<file path="src/rtl/mc_ctrl_pkg.sv">
// Shared definitions for the multi-cycle MIPS main controller.
// Holds the opcode/funct codes it recognises, the control-field encodings
// driven onto the datapath, the 3-bit FSM state encoding and the internal
// instruction class produced by the decoder.
package mc_ctrl_pkg;

    // Primary opcodes (Instr[31:26])
    localparam logic [5:0] OP_RTYPE = 6'h00;
    localparam logic [5:0] OP_J     = 6'h02;
    localparam logic [5:0] OP_JAL   = 6'h03;
    localparam logic [5:0] OP_BEQ   = 6'h04;
    localparam logic [5:0] OP_ORI   = 6'h0D;
    localparam logic [5:0] OP_LUI   = 6'h0F;
    localparam logic [5:0] OP_LW    = 6'h23;
    localparam logic [5:0] OP_SW    = 6'h2B;

    // R-type function codes (Instr[5:0])
    localparam logic [5:0] FN_JR    = 6'h08;
    localparam logic [5:0] FN_ADDU  = 6'h21;
    localparam logic [5:0] FN_SUBU  = 6'h23;

    // Immediate extender selection
    localparam logic [3:0] EXT_ZERO = 4'b0000;
    localparam logic [3:0] EXT_SIGN = 4'b0001;
    localparam logic [3:0] EXT_LUI  = 4'b0010;

    // PC source selection
    localparam logic [1:0] PCSEL_PC4    = 2'b00;
    localparam logic [1:0] PCSEL_BRANCH = 2'b01;
    localparam logic [1:0] PCSEL_JUMP   = 2'b10;
    localparam logic [1:0] PCSEL_REG    = 2'b11;

    // Register-file destination selection
    localparam logic [1:0] REGDST_RT = 2'b00;
    localparam logic [1:0] REGDST_RD = 2'b01;
    localparam logic [1:0] REGDST_RA = 2'b10;

    // Register-file write-data selection
    localparam logic [1:0] WDSEL_ALU = 2'b00;
    localparam logic [1:0] WDSEL_MEM = 2'b01;
    localparam logic [1:0] WDSEL_PC  = 2'b10;

    // ALU operation
    localparam logic [3:0] ALU_ADD   = 4'b0000;
    localparam logic [3:0] ALU_SUB   = 4'b0001;
    localparam logic [3:0] ALU_OR    = 4'b0010;
    localparam logic [3:0] ALU_PASSB = 4'b0011;

    typedef enum logic [2:0] {
        ST_FETCH  = 3'd0,
        ST_DECODE = 3'd1,
        ST_EXEC   = 3'd2,
        ST_MEM    = 3'd3,
        ST_WB     = 3'd4
    } state_e;

    typedef enum logic [3:0] {
        CLS_ILLEGAL = 4'd0,
        CLS_ADDU,
        CLS_SUBU,
        CLS_JR,
        CLS_ORI,
        CLS_LUI,
        CLS_LW,
        CLS_SW,
        CLS_BEQ,
        CLS_J,
        CLS_JAL
    } instr_class_e;

    // R-type results are written to rd rather than rt.
    function automatic logic is_rtype(input instr_class_e cls);
        return cls inside {CLS_ADDU, CLS_SUBU, CLS_JR};
    endfunction

endpackage

</file>
<file path="src/rtl/mc_decode.sv">
// Combinational instruction decoder for the multi-cycle controller.
// Maps the latched opcode/funct pair to an instruction class and to the
// datapath fields that depend only on the instruction (extender type,
// ALU operation, ALU B-operand source), plus an unsupported-encoding flag.
// Ports:
//   op, funct  in   latched Instr[31:26] / Instr[5:0]
//   cls        out  instruction class
//   ext_type   out  immediate extender selection
//   alu_op     out  ALU operation
//   alu_src_b  out  0 GPR[rt], 1 extended immediate
//   illegal    out  encoding is not supported
module mc_decode
    import mc_ctrl_pkg::*;
(
    input  logic [5:0]   op,
    input  logic [5:0]   funct,
    output instr_class_e cls,
    output logic [3:0]   ext_type,
    output logic [3:0]   alu_op,
    output logic         alu_src_b,
    output logic         illegal
);

    always_comb begin
        // NOTE: every signal assigned in a combinational block gets a default first, so no path infers a latch.
        cls = CLS_ILLEGAL;
        case (op)
            OP_RTYPE: begin
                case (funct)
                    FN_ADDU: cls = CLS_ADDU;
                    FN_SUBU: cls = CLS_SUBU;
                    FN_JR:   cls = CLS_JR;
                    default: cls = CLS_ILLEGAL;
                endcase
            end
            OP_ORI:  cls = CLS_ORI;
            OP_LUI:  cls = CLS_LUI;
            OP_LW:   cls = CLS_LW;
            OP_SW:   cls = CLS_SW;
            OP_BEQ:  cls = CLS_BEQ;
            OP_J:    cls = CLS_J;
            OP_JAL:  cls = CLS_JAL;
            default: cls = CLS_ILLEGAL;
        endcase
    end

    always_comb begin
        ext_type  = EXT_ZERO;
        alu_op    = ALU_ADD;
        alu_src_b = 1'b0;
        case (cls)
            CLS_ADDU: alu_op = ALU_ADD;
            CLS_SUBU: alu_op = ALU_SUB;
            CLS_ORI: begin
                ext_type  = EXT_ZERO;
                alu_op    = ALU_OR;
                alu_src_b = 1'b1;
            end
            CLS_LUI: begin
                ext_type  = EXT_LUI;
                alu_op    = ALU_PASSB;
                alu_src_b = 1'b1;
            end
            CLS_LW, CLS_SW: begin
                ext_type  = EXT_SIGN;
                alu_op    = ALU_ADD;
                alu_src_b = 1'b1;
            end
            // beq compares rs against rt, so B stays on the register operand.
            CLS_BEQ: begin
                ext_type = EXT_SIGN;
                alu_op   = ALU_SUB;
            end
            default: begin
                ext_type  = EXT_ZERO;
                alu_op    = ALU_ADD;
                alu_src_b = 1'b0;
            end
        endcase
    end

    assign illegal = (cls == CLS_ILLEGAL);

endmodule

</file>
<file path="src/rtl/mc_ctrl.sv">
// Multi-cycle main controller for the MIPS core.
// Steps each instruction through FETCH/DECODE/EXEC/MEM/WB and drives the
// PC, IR, immediate extender, ALU, memory and register-file controls.
// Memory accesses wait on MemReady; an access still pending after MAX_WAIT
// cycles is dropped with a one-cycle BusErr pulse and control returns to FETCH.
// Ports:
//   clk, reset   rising-edge clock, asynchronous active-high reset
//   Instr        memory read data; opcode/funct latched when IRWr fires
//   Zero         ALU equal flag, used by beq in EXEC
//   MemReady     memory completes the current read/write this cycle
//   PCWr/PCSel   PC load enable / source (PC+4, branch, jump, GPR[rs])
//   IRWr, IorD   IR load enable, memory address select (PC / ALU result)
//   MemRd/MemWr  memory read / write request
//   EXTType, ALUSrcB, ALUOp   instruction-dependent datapath fields
//   RegWr/RegDst/WDSel        register-file write enable / dest / data select
//   Illegal      one-cycle pulse in DECODE on an unsupported encoding
//   BusErr       one-cycle pulse when a memory request times out
module mc_ctrl
    import mc_ctrl_pkg::*;
#(
    parameter int MAX_WAIT = 255
) (
    input  logic        clk,
    input  logic        reset,
    input  logic [31:0] Instr,
    input  logic        Zero,
    input  logic        MemReady,
    output logic        PCWr,
    output logic [1:0]  PCSel,
    output logic        IRWr,
    output logic        IorD,
    output logic        MemRd,
    output logic        MemWr,
    output logic [3:0]  EXTType,
    output logic        ALUSrcB,
    output logic [3:0]  ALUOp,
    output logic        RegWr,
    output logic [1:0]  RegDst,
    output logic [1:0]  WDSel,
    output logic        Illegal,
    output logic        BusErr
);

    localparam logic [7:0] WAIT_LIMIT = 8'(MAX_WAIT);

    state_e       state_q, state_d;
    logic [7:0]   wait_cnt_q, wait_cnt_d;
    logic [5:0]   op_q, op_d;
    logic [5:0]   funct_q, funct_d;

    instr_class_e cls;
    logic         dec_illegal;
    logic [7:0]   wait_cnt_inc;
    logic         timeout;

    // Only opcode and funct are needed here; the datapath owns the other fields.
    logic         unused_instr_bits;
    assign unused_instr_bits = ^Instr[25:6];

    mc_decode u_decode (
        .op        (op_q),
        .funct     (funct_q),
        .cls       (cls),
        .ext_type  (EXTType),
        .alu_op    (ALUOp),
        .alu_src_b (ALUSrcB),
        .illegal   (dec_illegal)
    );

    // The counter holds the number of idle cycles already seen; this cycle is
    // the MAX_WAIT-th idle one when the increment lands on the limit.  A
    // MemReady in that same cycle is handled first, so completion wins.
    assign wait_cnt_inc = wait_cnt_q + 8'd1;
    assign timeout      = !MemReady && (wait_cnt_inc == WAIT_LIMIT);

    always_ff @(posedge clk or posedge reset) begin
        if (reset) begin
            state_q    <= ST_FETCH;
            wait_cnt_q <= '0;
            op_q       <= '0;
            funct_q    <= '0;
        end else begin
            // NOTE: sequential state uses non-blocking assignments so every flop samples pre-edge values.
            state_q    <= state_d;
            wait_cnt_q <= wait_cnt_d;
            op_q       <= op_d;
            funct_q    <= funct_d;
        end
    end

    // Outputs are decoded from the current state rather than registered:
    // IRWr/PCWr/BusErr must answer MemReady in the same cycle, and gating
    // with reset makes every request drop the moment reset asserts.
    always_comb begin
        state_d    = state_q;
        wait_cnt_d = '0;
        op_d       = op_q;
        funct_d    = funct_q;

        PCWr    = 1'b0;
        PCSel   = PCSEL_PC4;
        IRWr    = 1'b0;
        IorD    = 1'b0;
        MemRd   = 1'b0;
        MemWr   = 1'b0;
        RegWr   = 1'b0;
        RegDst  = REGDST_RT;
        WDSel   = WDSEL_ALU;
        Illegal = 1'b0;
        BusErr  = 1'b0;

        if (!reset) begin
            case (state_q)
                ST_FETCH: begin
                    MemRd = 1'b1;
                    if (MemReady) begin
                        IRWr    = 1'b1;
                        PCWr    = 1'b1;
                        op_d    = Instr[31:26];
                        funct_d = Instr[5:0];
                        state_d = ST_DECODE;
                    end else if (timeout) begin
                        // PC is left alone so the same fetch is retried.
                        BusErr  = 1'b1;
                        state_d = ST_FETCH;
                    end else begin
                        wait_cnt_d = wait_cnt_inc;
                    end
                end

                ST_DECODE: begin
                    if (dec_illegal) begin
                        Illegal = 1'b1;
                        state_d = ST_FETCH;
                    end else begin
                        case (cls)
                            CLS_J: begin
                                PCWr    = 1'b1;
                                PCSel   = PCSEL_JUMP;
                                state_d = ST_FETCH;
                            end
                            CLS_JAL: begin
                                PCWr    = 1'b1;
                                PCSel   = PCSEL_JUMP;
                                RegWr   = 1'b1;
                                RegDst  = REGDST_RA;
                                WDSel   = WDSEL_PC;
                                state_d = ST_FETCH;
                            end
                            default: state_d = ST_EXEC;
                        endcase
                    end
                end

                ST_EXEC: begin
                    case (cls)
                        CLS_LW, CLS_SW: state_d = ST_MEM;
                        CLS_BEQ: begin
                            PCWr    = Zero;
                            PCSel   = PCSEL_BRANCH;
                            state_d = ST_FETCH;
                        end
                        CLS_JR: begin
                            PCWr    = 1'b1;
                            PCSel   = PCSEL_REG;
                            state_d = ST_FETCH;
                        end
                        default: state_d = ST_WB;
                    endcase
                end

                ST_MEM: begin
                    IorD  = 1'b1;
                    MemRd = (cls == CLS_LW);
                    MemWr = (cls == CLS_SW);
                    if (MemReady) begin
                        state_d = (cls == CLS_LW) ? ST_WB : ST_FETCH;
                    end else if (timeout) begin
                        BusErr  = 1'b1;
                        state_d = ST_FETCH;
                    end else begin
                        wait_cnt_d = wait_cnt_inc;
                    end
                end

                ST_WB: begin
                    RegWr   = 1'b1;
                    RegDst  = is_rtype(cls) ? REGDST_RD : REGDST_RT;
                    WDSel   = (cls == CLS_LW) ? WDSEL_MEM : WDSEL_ALU;
                    state_d = ST_FETCH;
                end

                default: state_d = ST_FETCH;
            endcase
        end
    end

endmodule

</file>
<file path="config.mk">
export PLATFORM = sky130hd
export DESIGN_NAME = mc_ctrl
export DESIGN_NICKNAME = d
export VERILOG_FILES = /design/src/rtl/mc_ctrl_pkg.sv /design/src/rtl/mc_decode.sv /design/src/rtl/mc_ctrl.sv
export SDC_FILE = /design/constraint.sdc
export NUM_CORES = 1
export LEC_CHECK = 0
export ABC_AREA = 0
export CAP_MARGIN = 20
export CORE_ASPECT_RATIO = 1.5
export CORE_UTILIZATION = 40
export CTS_BUF_LIST = sky130_fd_sc_hd__clkbuf_4
export DETAILED_ROUTE_END_ITERATION = 10
export GPL_TIMING_DRIVEN = 0
export PLACE_DENSITY_LB_ADDON = 0.2
export SLEW_MARGIN = 20
export SYNTH_ARGS = -nofsm -noshare
export SYNTH_HDL_FRONTEND = slang
export SYNTH_SLANG_ARGS = --single-unit
export TNS_END_PERCENT = 20
</file>
<file path="constraint.sdc">
create_clock -name clk -period 2.15 [get_ports clk]
set_input_delay 0.215 -clock clk [delete_from_list [all_inputs] [get_ports clk]]
set_output_delay 0.215 -clock clk [all_outputs]
set_load 0.01 [all_outputs]
</file>
; Word-level counts from Yosys, hierarchy flattened
; Index checks and enable logic that the tools add are counted.
[totals]
ff_bits = 23
input_bits = 36
output_inout_bits = 23
word_cells = 100
[classes]
addsub = 1
eq_ne = 25
mux = 55
bitwise = 1
n_reduce_logical = 14
[ops]
columns = operator, n
row1 = two-way mux 8 bit, 4
row2 = one-hot mux 4 bit (8 select lines), 1
row3 = equality test 6 bit (second input constant), 4
row4 = two-way mux 1 bit, 24
row5 = one-hot mux 2 bit (2 select lines), 5
row6 = equality test 6 x 4 -> 1 bit (second input constant), 3
row7 = two-way mux 2 bit, 9
row8 = equality test 4 x 3 -> 1 bit (second input constant), 4
row9 = equality test 4 bit (second input constant), 3
row10 = equality test 6 x 2 -> 1 bit (second input constant), 2
row11 = two-way mux 3 bit, 4
row12 = one-hot mux 2 bit (3 select lines), 2
row13 = one-hot mux 3 bit (4 select lines), 1
row14 = OR reduction 2 bit, 5
row15 = adder 8 x 1 -> 8 bit (second input constant), 1
row16 = equality test 4 x 2 -> 1 bit (second input constant), 2
row17 = equality test 8 bit (second input constant), 1
row18 = equality test 3 x 2 -> 1 bit (second input constant), 2
row19 = equality test 6 x 3 -> 1 bit (second input constant), 1
row20 = logical NOT 6 bit, 1
row21 = one-hot mux 1 bit (2 select lines), 3
row22 = one-hot mux 3 bit (2 select lines), 1
row23 = equality test 4 x 1 -> 1 bit (second input constant), 1
row24 = logical NOT 4 bit, 1
row25 = 11 further kinds, 11

; Longest topological paths before layout
[logic_depth]
ltp_word = 9
mapped_depth = 7
ltp_nobuf = 6

; Modules after synthesis
; From an unflattened synthesis, not the netlist that was laid out.
[unflattened]
cells_unflattened = 179
area_unflattened_um2 = 1644.1
[by_module_without_submodules]
columns = mod, instances, cells_per_inst, area_per_inst_um2, seq_area_each_um2
row1 = mc_ctrl, 1, 135, 1341.3, 575.6
row2 = mc_decode, 1, 44, 302.8, 0.0

; Worst setup path after synthesis
; No wires, ideal clock.
[synth_path]
path_type = register -> output
startpoint = register op_q[3]
endpoint = output RegDst[0]
arrival_time_ns = 1.490
t_required_ns = 1.935
path_slack_ns = 0.445
stages_incl_launch_ff = 6
n_path_buf = 1
cell_sequence = dfrtp_1 > buf_6 > nor3_1 > a21oi_1 > or4b_1 > a311oi_2
[synth_via]
elab_chain_len = 7
elab_cells_between_ends = 18
classes_between = 10 x eq/ne / 5 x mux / 3 x reduce/logical
[synth_lines]
columns = element, line_no
row1 = start: declaration, mc_ctrl.sv:48  ; logic [5:0] op_q, op_d;
row2 = start signal: assignment, mc_ctrl.sv:86  ; op_q <= op_d;
row3 = equality test 6 x 2 -> 1 bit (tied with other cells), mc_decode.sv:27  ; case (op)
row4 = one-hot mux 4 bit (8 select lines) (*), mc_decode.sv:27
row5 = equality test 4 x 1 -> 1 bit / equality test 4 x 2 -> 1 bit (equally long branches), mc_ctrl_pkg.sv:73  ; return cls inside {CLS_ADDU, CLS_SUBU, CLS_JR};
row6 = nonzero test 3 bit, mc_ctrl_pkg.sv:73
row7 = two-way mux 1 bit, mc_ctrl.sv:188  ; RegDst = is_rtype(cls) ? REGDST_RD : REGDST_RT;
row8 = one-hot mux 2 bit (2 select lines) (*), mc_ctrl.sv:113  ; case (state_q)
row9 = two-way mux 2 bit (*), mc_ctrl.sv:112  ; if (!reset) begin
row10 = end: declaration, mc_ctrl.sv:38  ; output logic [1:0] RegDst,
; Every way passes the cells marked *; elsewhere a longest branch is shown, timed or not.

; Final worst setup path
[layout_path]
startpoint = register op_q[2]
endpoint = output EXTType[0]
[layout_via]
elab_chain_len = 5
elab_cells_between_ends = 15
classes_between = 11 x eq/ne / 2 x mux / 2 x reduce/logical
[layout_lines]
columns = element, line_no
row1 = equality test 6 x 2 -> 1 bit (tied with other cells), mc_decode.sv:27
row2 = one-hot mux 4 bit (8 select lines) (*), mc_decode.sv:27
row3 = equality test 4 x 3 -> 1 bit / equality test 4 bit (equally long branches), mc_decode.sv:51  ; case (cls)
row4 = OR reduction 3 bit (no source line), --
row5 = one-hot mux 2 bit (2 select lines) (*), mc_decode.sv:51
row6 = end: declaration, mc_ctrl.sv:34  ; output logic [3:0] EXTType,
; Marked as above.

==> results.sh <==
export IMPL_fin_cells=294
export IMPL_cts_tree="built"
export IMPL_max_freq_mhz=440
export IMPL_num_antenna_cells=0
export IMPL_routed_wl_um=3790
export IMPL_combPwrFrac=0.493
export IMPL_drc=0
export IMPL_globalRoute_totalOverflow=0
export IMPL_cp_max_fo=6
export IMPL_holdWs_ps=16.1
export IMPL_drt_first_pass_iters=4
export IMPL_synth_avg_cell_area_um2=7.90
export IMPL_netSwitchingFraction=0.399
export IMPL_grt_max_degree=26
export IMPL_grt_usage=0.201
export IMPL_ys_flop_type="dfrtp_1"
export IMPL_p_per_area_mw_per_mm2=749
export IMPL_die_area_mm2=0.00413
export IMPL_initial_core_util=0.420
export IMPL_path_class="reg -> out"
export IMPL_power_switching_mw=0.670
export IMPL_rows=27
export IMPL_coreArea_mm2=0.00368
export IMPL_insertion_delay_ps=330
export IMPL_fill_cells=338
export IMPL_maxCapViolCount=0
export IMPL_dp_cells=275
export IMPL_setup_viol=7
export IMPL_reg2reg_from="wait_cnt_q[0]"
export IMPL_nets=290
export IMPL_routedWlPerCell_um=12.9
export IMPL_yosysSeqAreaShare=0.372
export IMPL_grt_pass1_vias=1451
export IMPL_min_period_ps=2270
export IMPL_synth_cell_type_count=47
export IMPL_synthCells=196
export IMPL_die_w_um=52.8
export IMPL_arrival_ps=2060
export IMPL_internal_power_mw=1.01
export IMPL_clkPwrFrac=0.134
export IMPL_critical_path_required_ps=1930
export IMPL_cts_hold_buf=0
export IMPL_rrSetupSlack_ps=270
export IMPL_slew_viol_final=0
export IMPL_slew_limit_headroom=0.633
export IMPL_grt_pass1_wl_um=6350
export IMPL_grt_antenna_before_repair=0
export IMPL_drt_iter0_drc=52
export IMPL_hp_class="in -> async"
export IMPL_final_cell_mix="43 x nand2_1, 21 x buf_4, 19 x dfrtp_1, 17 x clkdlybuf4s50_1, 15 x nor2_1"
export IMPL_fin_util=0.608
export IMPL_root_buffer="clkbuf_4"
export IMPL_startpoint_type="flip-flop"
export IMPL_clk_transition_reported_paths_ps=140
export IMPL_die_height_um=78.2
export IMPL_end_kind="primary output"
export IMPL_async_reset_ff_frac=1.00
export IMPL_cts_htree_levels=1
export IMPL_synth_warnings=0
export IMPL_drive_gt1_frac=0.295
export IMPL_syn_to_final_growth_pct=44.5
export IMPL_ir_drop_mv=0.448
export IMPL_tightest_slew_ps=550
export IMPL_crit_start="op_q[2]"
export IMPL_clk_path_buf_depth=2
export IMPL_hold_viol_final=0
export IMPL_timing_final_ws_setup_ps=-122
export IMPL_rsz0062_at_grt="true"
export IMPL_postRouteAntennaNets=0
export IMPL_pwr_share_seq=0.373
export IMPL_fin_crit_sh=1.06
export IMPL_synth_edf_count=0
export IMPL_numCtsBuffers=3
export IMPL_outcome="complete, but fails checks"
export IMPL_ys_seq_elements=23
export IMPL_leakage_nw=1.09
export IMPL_dp_hpwl_um=2650
export IMPL_io_pins=59
export IMPL_final_common_cell="nand2_1"
export IMPL_finClkSkew_ps=4.64
export IMPL_vias=1500
export IMPL_via_per_inst=5.10
export IMPL_port_buffer_count=33
export IMPL_cts_sinks=23
export IMPL_gp_congestion=0.801
export IMPL_violations="setup timing"
export IMPL_netlist_area_mm2=0.00155
power by group through the flow:
stage	clock network (mW)	registers, mW	logic (mW)
2_1_floorplan	0	0.593	0.404
3_3_place_gp	0	0.612	0.556
3_5_place_dp	0	0.617	0.561
4_1_cts	0.232	0.627	0.729
5_1_grt	0.246	0.642	0.904
6_report	0.225	0.625	0.826
final timing paths:
kind	endpoint	cells after the start
worst max-delay path	EXTType[0]	5
worst min-delay path	state_q[0]	2
worst max register to register	wait_cnt_q[6]	7
worst min register to register	wait_cnt_q[0]	1
max in group asynchronous	op_q[2]	2
min in group clk	state_q[2]	3
area by class of cell:
| class | count | area [µm²] | share of cell area |
|---|---|---|---|
| multi-input cells | 150 | 990 | 0.442 |
| clock buffers | 3 | 22.5 | 0.0101 |
| flip-flops and latches | 23 | 581 | 0.260 |
| plain buffers | 13 | 97.6 | 0.0436 |
| repair buffers | 49 | 434 | 0.194 |
| inverters | 12 | 51.3 | 0.0229 |
| well taps | 43 | 53.8 | 0.0240 |
| clock inverters | 1 | 7.51 | 0.00336 |
cell usage after synthesis, types with 2 or more instances:
library cell	number	area share
a211o_1	2	0.011
a21oi_1	7	0.023
a221o_1	2	0.013
a31oi_1	2	0.0081
and2_1	3	0.012
and2b_1	2	0.0097
buf_2	5	0.016
buf_4	6	0.029
clkbuf_1	2	0.0049
dfrtp_1	23	0.37
ha_1	2	0.016
inv_1	11	0.027
nand2_1	43	0.10
nand2b_1	3	0.012
nand3_1	8	0.026
nand3b_1	2	0.0097
nor2_1	18	0.044
nor2b_1	4	0.016
nor3_1	10	0.032
nor4_1	2	0.0081
o21ai_0	6	0.019
o21ai_1	2	0.0065
or3_1	3	0.012
xnor2_1	4	0.023
xor2_1	2	0.011
what timing repair did:
| action | CTS | global route |
|---|---|---|
| buffers inserted | 10 | 6 |
| gates resized for setup | 55 | 21 |
| pin swaps | 9 | 5 |
| endpoints found under the setup margin | 18 | 14 |
per-layer routing:
metal | vias to the layer above | share of wire | GRT usage
li1 | 764 | - | -
met1 | 690 | 0.42 | 0.235
met2 | 39 | 0.54 | 0.362
met3 | 7 | 0.027 | 0.0233
met4 | 0 | 0.019 | 0.0711
met5 | - | 0 | 0
sequential cells by signal (all words and copies together), names as in the netlist:
| name | count |
|---|---|
| funct_q | 6 |
| op_q | 6 |
| state_q | 3 |
| wait_cnt_q | 8 |
logic make-up after synthesis:
logic type,count (synthesis),synth area share
AO/OA/AOI/OAI,29,0.131
XOR/XNOR,7,0.0445
adder cells (fa/ha/maj),2,0.0162
buffers and inverters,26,0.0865
flip-flops,23,0.372
other,1,0.00242
AND/OR/NAND/NOR,108,0.348
critical path, cell delays in order, from the launching register on:
cell	delay, ps
dfrtp_2	470
and2b_2	290
buf_4	130
a32oi_1	90
nor2_1	180
clkdlybuf4s50_1	570
stage by stage:
stage	setup slack, ps	TNS, ps	cell area [µm²]	power (mW)
finish	-122	-411	2240	1.68
detailed placement	-398	-1170	1940	1.18
CTS	-195	-1090	2130	1.59
global route	-219	-1450	2240	1.79
global placement	-398	-1130	1940	1.17
floorplan	445	0	1560	0.997
Note: power is estimated with default switching activity, not from simulation.
